### src/rtl/cgra_control_exec_mc.sv
// Multi-channel CGRA execution controller: fetch, wait-for-data, process, drain, done.
// Optional performance counters are enabled by defining CGRA_EXEC_PERF_CNT_EN.
module cgra_control_exec_mc #(
    parameter int unsigned NUM_RD = 4,
    parameter int unsigned NUM_WR = 4,
    parameter int unsigned EN_LAT = 2,
    parameter int unsigned CNT_W  = 32
) (
    input  logic              clk,
    input  logic              rst_n,
    input  logic              start,
    input  logic              abort,
    input  logic [NUM_RD-1:0] read_fifo_mask,
    input  logic [NUM_WR-1:0] write_fifo_mask,
    input  logic [NUM_RD-1:0] available_read,
    input  logic [NUM_WR-1:0] available_write,
    input  logic [NUM_RD-1:0] available_pop,
    input  logic [NUM_WR-1:0] available_push,
    input  logic [NUM_RD-1:0] read_fifo_done,
    input  logic [NUM_WR-1:0] write_fifo_done,
    output logic              en,
    output logic [NUM_RD-1:0] en_fetch_data,
    output logic              done,
    output logic              busy,
    output logic              aborted
`ifdef CGRA_EXEC_PERF_CNT_EN
    ,
    output logic [CNT_W-1:0]  run_cycles,
    output logic [CNT_W-1:0]  stall_cycles
`endif
);

    typedef enum logic [2:0] {
        S_IDLE,
        S_WAIT_DATA,
        S_PROCESS,
        S_DRAIN,
        S_DONE
    } state_t;

    state_t              r_state;
    state_t              w_state_nxt;
    logic [NUM_RD-1:0]   r_rmask;
    logic [NUM_WR-1:0]   r_wmask;
    logic                r_queues_ok;
    logic [EN_LAT-1:0]   r_en_pipe;
    logic [3:0]          r_drain_cnt;
    logic                w_abort;
    logic                w_fire;
    logic                w_proc_exit;
    logic                w_drain_last;
    logic                w_launch;
    logic [NUM_RD-1:0]   w_qmask_r;
    logic [NUM_WR-1:0]   w_qmask_w;

    assign w_abort      = abort & (r_state != S_IDLE);
    assign w_fire       = (r_state == S_PROCESS)
                        & (&(available_read  | read_fifo_done  | ~r_rmask))
                        & (&(available_write | write_fifo_done | ~r_wmask));
    assign w_proc_exit  = (r_wmask == '0) ? &(read_fifo_done  | ~r_rmask)
                                          : &(write_fifo_done | ~r_wmask);
    assign w_drain_last = (r_drain_cnt == 4'(EN_LAT - 1));
    assign w_launch     = (r_state == S_IDLE) && (w_state_nxt == S_WAIT_DATA);

    // In IDLE the queue check looks at the masks about to be captured, so the
    // first WAIT_DATA cycle never sees a stale result from the previous run.
    assign w_qmask_r = (r_state == S_IDLE) ? read_fifo_mask  : r_rmask;
    assign w_qmask_w = (r_state == S_IDLE) ? write_fifo_mask : r_wmask;

    always_comb begin
        w_state_nxt = r_state;
        if (w_abort) begin
            w_state_nxt = S_IDLE;
        end else begin
            case (r_state)
                S_IDLE: if (start) w_state_nxt = ((read_fifo_mask != '0) || (write_fifo_mask != '0))
                                               ? S_WAIT_DATA : S_DONE;
                S_WAIT_DATA: if (r_queues_ok) w_state_nxt = S_PROCESS;
                S_PROCESS:   if (w_proc_exit) w_state_nxt = S_DRAIN;
                S_DRAIN:     if (w_drain_last) w_state_nxt = S_DONE;
                S_DONE:      if (!start) w_state_nxt = S_IDLE;
                default:     w_state_nxt = S_IDLE;
            endcase
        end
    end

    always_ff @(posedge clk or negedge rst_n) begin
        if (!rst_n) begin
            r_state       <= S_IDLE;
            r_rmask       <= '0;
            r_wmask       <= '0;
            r_queues_ok   <= 1'b0;
            r_en_pipe     <= '0;
            r_drain_cnt   <= '0;
            en_fetch_data <= '0;
            done          <= 1'b0;
            busy          <= 1'b0;
            aborted       <= 1'b0;
        end else begin
            r_state     <= w_state_nxt;
            r_queues_ok <= (&(available_pop | ~w_qmask_r)) & (&(available_push | ~w_qmask_w));
            if (w_launch) begin
                r_rmask <= read_fifo_mask;
                r_wmask <= write_fifo_mask;
            end else if (w_state_nxt == S_IDLE) begin
                r_rmask <= '0;
                r_wmask <= '0;
            end
            if (w_abort) r_en_pipe <= '0;
            else         r_en_pipe <= (r_en_pipe << 1) | EN_LAT'(w_fire);
            if ((r_state == S_DRAIN) && !w_abort) r_drain_cnt <= r_drain_cnt + 4'd1;
            else                                  r_drain_cnt <= '0;
            if (w_launch)
                en_fetch_data <= read_fifo_mask;
            else if ((w_state_nxt == S_DONE) || (w_state_nxt == S_IDLE))
                en_fetch_data <= '0;
            done    <= (w_state_nxt == S_DONE);
            busy    <= (w_state_nxt == S_WAIT_DATA) || (w_state_nxt == S_PROCESS)
                    || (w_state_nxt == S_DRAIN);
            aborted <= w_abort;
        end
    end

    assign en = r_en_pipe[EN_LAT-1];

`ifdef CGRA_EXEC_PERF_CNT_EN
    logic [CNT_W-1:0] r_run_cycles;
    logic [CNT_W-1:0] r_stall_cycles;

    always_ff @(posedge clk or negedge rst_n) begin
        if (!rst_n) begin
            r_run_cycles   <= '0;
            r_stall_cycles <= '0;
        end else if (w_launch) begin
            r_run_cycles   <= '0;
            r_stall_cycles <= '0;
        end else begin
            if (((r_state == S_PROCESS) || (r_state == S_DRAIN)) && (r_run_cycles != '1))
                r_run_cycles <= r_run_cycles + 1'b1;
            if ((r_state == S_PROCESS) && !w_fire && (r_stall_cycles != '1))
                r_stall_cycles <= r_stall_cycles + 1'b1;
        end
    end

    assign run_cycles   = r_run_cycles;
    assign stall_cycles = r_stall_cycles;
`else
    // Counters compiled out; CNT_W only sizes them.
    if (CNT_W == 0) begin : g_no_perf
    end
`endif

endmodule

### config.mk
export PLATFORM = sky130hd
export DESIGN_NAME = cgra_control_exec_mc
export DESIGN_NICKNAME = d
export VERILOG_FILES = /design/src/rtl/cgra_control_exec_mc.sv
export SDC_FILE = /design/constraint.sdc
export NUM_CORES = 1
export LEC_CHECK = 0
export CORE_MARGIN = 1
export CORE_UTILIZATION = 30
export CTS_CLUSTER_SIZE = 25
export DETAILED_ROUTE_END_ITERATION = 10
export REMOVE_ABC_BUFFERS = 1
export SYNTH_ARGS = -nofsm -noshare
export SYNTH_HDL_FRONTEND = slang
export SYNTH_SLANG_ARGS = --single-unit
### constraint.sdc
create_clock -name clk -period 3.1 [get_ports clk]
set_input_delay 0.62 -clock clk [delete_from_list [all_inputs] [get_ports clk]]
set_output_delay 0.62 -clock clk [all_outputs]
set_load 0.03 [all_outputs]
==> results.py <==
metrics = {
    "clock_tree": {
        "cts_max_level": 1,
        "clkSinkCount": 25,
        "ctsHoldBuffers": 0,
        "cts_resized": 0,
        "clockBufferDepth": 2,
        "root_buffer": "clkbuf_8",
        "cts_setup_buffers": 0,
        "insertion_delay_ns": 0.27,
        "cts_inserted_buffers": 3,
        "clk_pin_slew_ns": 0.09,
        "cts_tree": "yes",
    },
    "global_route": {
        "grtUsageMet3_pct": 2.96,
        "antenna_found_initial": 0,
        "gr-total-overflow": 0,
        "met1_usage_pct": 22.3,
        "grt_max_degree": 26,
        "grt_pass1_wl_um": 5870,
        "top_usage_layer": "met2",
        "grt_pass1_vias": 1217,
        "global_route.usage.met2_pct": 29.2,
        "grt_usage_pct": 17.2,
    },
    "final_layout": {
        "final_common_cell": "clkdlybuf4s50_1",
        "syn_to_final_growth_pct": 40.5,
        "finalNetCount": 224,
        "n_fill_cell": 416,
        "layout_common_cells": "clkdlybuf4s50_1 (43), dfrtp_1 (25), nand2_1 (15)",
        "stdcell_count": 235,
        "diodes": 0,
        "drive_above_1_share_pct": 7.57,
    },
    "sta": {
        "clock_skew_ns": 0.00400,
        "timing.final.crit_share_pct": 81.2,
        "slew_viol_final": 0,
        "max_freq_mhz": 397,
        "tightest_slew_ns": 0.918,
        "hold_viol": 0,
        "period_needed_ns": 2.52,
        "relSlewSlack_pct": 38.7,
        "setup_tns_ns": 0,
        "setup_viol_count_final": 0,
        "rsz0062_at_grt": "no",
    },
    "route": {
        "ant_nets": 0,
        "dr.first_iter.drc_count": 55,
        "drc": 0,
        "routed_wl_um": 3580,
        "first_pass_iters": 4,
        "via_per_inst": 5.13,
        "vias": 1206,
        "wl_per_cell_um": 15.2,
    },
    "placed_design": {
        "hpwl_um": 2840,
        "gp_congestion": 0.830,
        "io_buffers": 43,
        "placed_cells": 231,
    },
    "floorplan": {
        "fp.dieArea_mm2": 0.00474,
        "pin_count": 44,
        "die_width_um": 68.9,
        "core_area_mm2": 0.00414,
        "initial_utilization_pct": 32.4,
        "die_h_um": 68.9,
        "fp-row-count": 23,
    },
    "yosys": {
        "synth_edf_count": 0,
        "syn_inst": 139,
        "postSynthAreaPerCell_um2": 9.65,
        "synth_cell_types": 37,
        "ys_ff_latch": 25,
        "ys_seq_area_share_pct": 46.6,
        "synthFlopType": "dfrtp_1",
        "yosysWarnings": 0,
        "async_flop_share_pct": 100,
        "syn_area_mm2": 0.00134,
    },
    "worst_setup_path": {
        "cp-start-kind": "input pin",
        "r2r-start": "r_drain_cnt[1]",
        "r2r-end": "r_wmask[3]",
        "critPathMaxFanout": 14,
        "crit_type": "in2reg",
        "reg2reg_depth": 7,
        "cp.arrival_ns": 2.68,
        "timing.critical_path.to": "en_fetch_data[3]",
        "crit_start": "read_fifo_mask[3]",
        "required_ns": 3.27,
        "r2r_slack_ns": 0.95,
        "cp-end-kind": "flop",
    },
    "hold_path": {
        "min_path_cells": 1,
        "hp-class": "reg2reg",
    },
    "power_and_ir_drop": {
        "worst_ir_drop_vdd_v": 0.000322,
        "powerDensity_mw_per_mm2": 814,
        "leakage_nw": 0.773,
    },
    "status": {
        "outcome": "finished clean",
    },
    "run": {
        "drv_cap": 0,
    },
}
-- stage by stage --
stage / utilization, % / worst slack [ns] / instance area (um^2) / hold WS [ns] / power, mW
3_5_place_dp: 44.4 / 0.364 / 1840 / 0.462 / 1.35
4_1_cts: 45.5 / 0.632 / 1880 / 0.482 / 1.55
6_report: 45.5 / 0.584 / 1880 / 0.476 / 1.53
5_1_grt: 45.5 / 0.404 / 1880 / 0.520 / 1.65
2_1_floorplan: - / 1.08 / 1320 / 0.324 / 1.06
3_3_place_gp: 44.4 / 0.493 / 1840 / 0.458 / 1.34
-- synth_stat cells (2+ instances only) --
library cell | count | area, um^2
nand2b_1 | 14 | 87.6
dfrtp_1 | 25 | 626
o22ai_1 | 8 | 50.1
mux2i_1 | 4 | 40.0
o31ai_1 | 4 | 30.0
buf_2 | 2 | 10.0
nand4_1 | 2 | 12.5
nor2b_1 | 3 | 18.8
clkbuf_1 | 2 | 7.51
nor2_1 | 14 | 52.6
nor4_1 | 3 | 18.8
inv_1 | 5 | 18.8
ha_1 | 2 | 25.0
o21ai_1 | 4 | 20.0
nand2_1 | 15 | 56.3
a211oi_1 | 4 | 30.0
nor3_2 | 2 | 20.0
a21oi_1 | 7 | 35.0
-- where the power goes --
part           switching (mW)  internal (mW)  leakage [nW]  total, mW
Sequential             0.0863          0.427         0.335      0.513
Clock                   0.100         0.0919        0.0228      0.192
Combinational           0.464          0.364         0.416      0.828
Total                   0.651          0.883         0.773       1.53
-- layer usage --
metal  wire, um  up-vias
li1           -      590
met1       1610      586
met2       1840       28
met3        106        2
met4         33        0
met5          0        -
-- critical path, stage by stage --
cell and delay, ns:
clkdlybuf4s50_1 0.52, nor4_1 0.08, a21oi_1 0.22, nor2b_1 0.76, nand2_1 0.20, a211oi_1 0.27
-- logic make-up (layout without fill, tap and decap cells) --
| group | count (synthesis) | count (layout) | synth area share [%] |
|---|---|---|---|
| buffers and inverters | 9 | 55 | 2.71 |
| DFF | 25 | 25 | 46.6 |
| adders and majority gates | 2 | 2 | 1.87 |
| AOI/OAI and AO/OA | 32 | 32 | 15.7 |
| muxes | 4 | 4 | 2.99 |
| xor gates and xnor gates | 2 | 2 | 1.31 |
| and+or+nand+nor | 65 | 65 | 28.8 |
-- how the worst min path moves through the flow --
stage | from | end | slack [ns]
global placement | r_en_pipe[0] | r_en_pipe[1] | 0.46
global route | r_en_pipe[0] | r_en_pipe[1] | 0.52
floorplan | rst_n | aborted | 0.32
finish | r_en_pipe[0] | r_en_pipe[1] | 0.48
detailed placement | r_en_pipe[0] | r_en_pipe[1] | 0.46
CTS | r_en_pipe[0] | r_en_pipe[1] | 0.48
-- area by class of cell --
| type | instances | area, um^2 | share of cell area, % |
|---|---|---|---|
| clock buffer | 4 | 45.0 | 2.39 |
| inverter | 5 | 18.8 | 0.996 |
| multi-input combinational | 105 | 679 | 36.1 |
| sequential | 25 | 626 | 33.2 |
| tap | 50 | 62.6 | 3.32 |
| timing repair buffer | 46 | 453 | 24.0 |
-- sequential cells by signal (all words and copies together), names as in the netlist --
register       flops
r_wmask            4
r_rmask            4
done               1
en_fetch_data      4
busy               1
r_state            3
r_queues_ok        1
aborted            1
r_en_pipe          2
r_drain_cnt        4
Note: power is estimated with default switching activity, not from simulation.
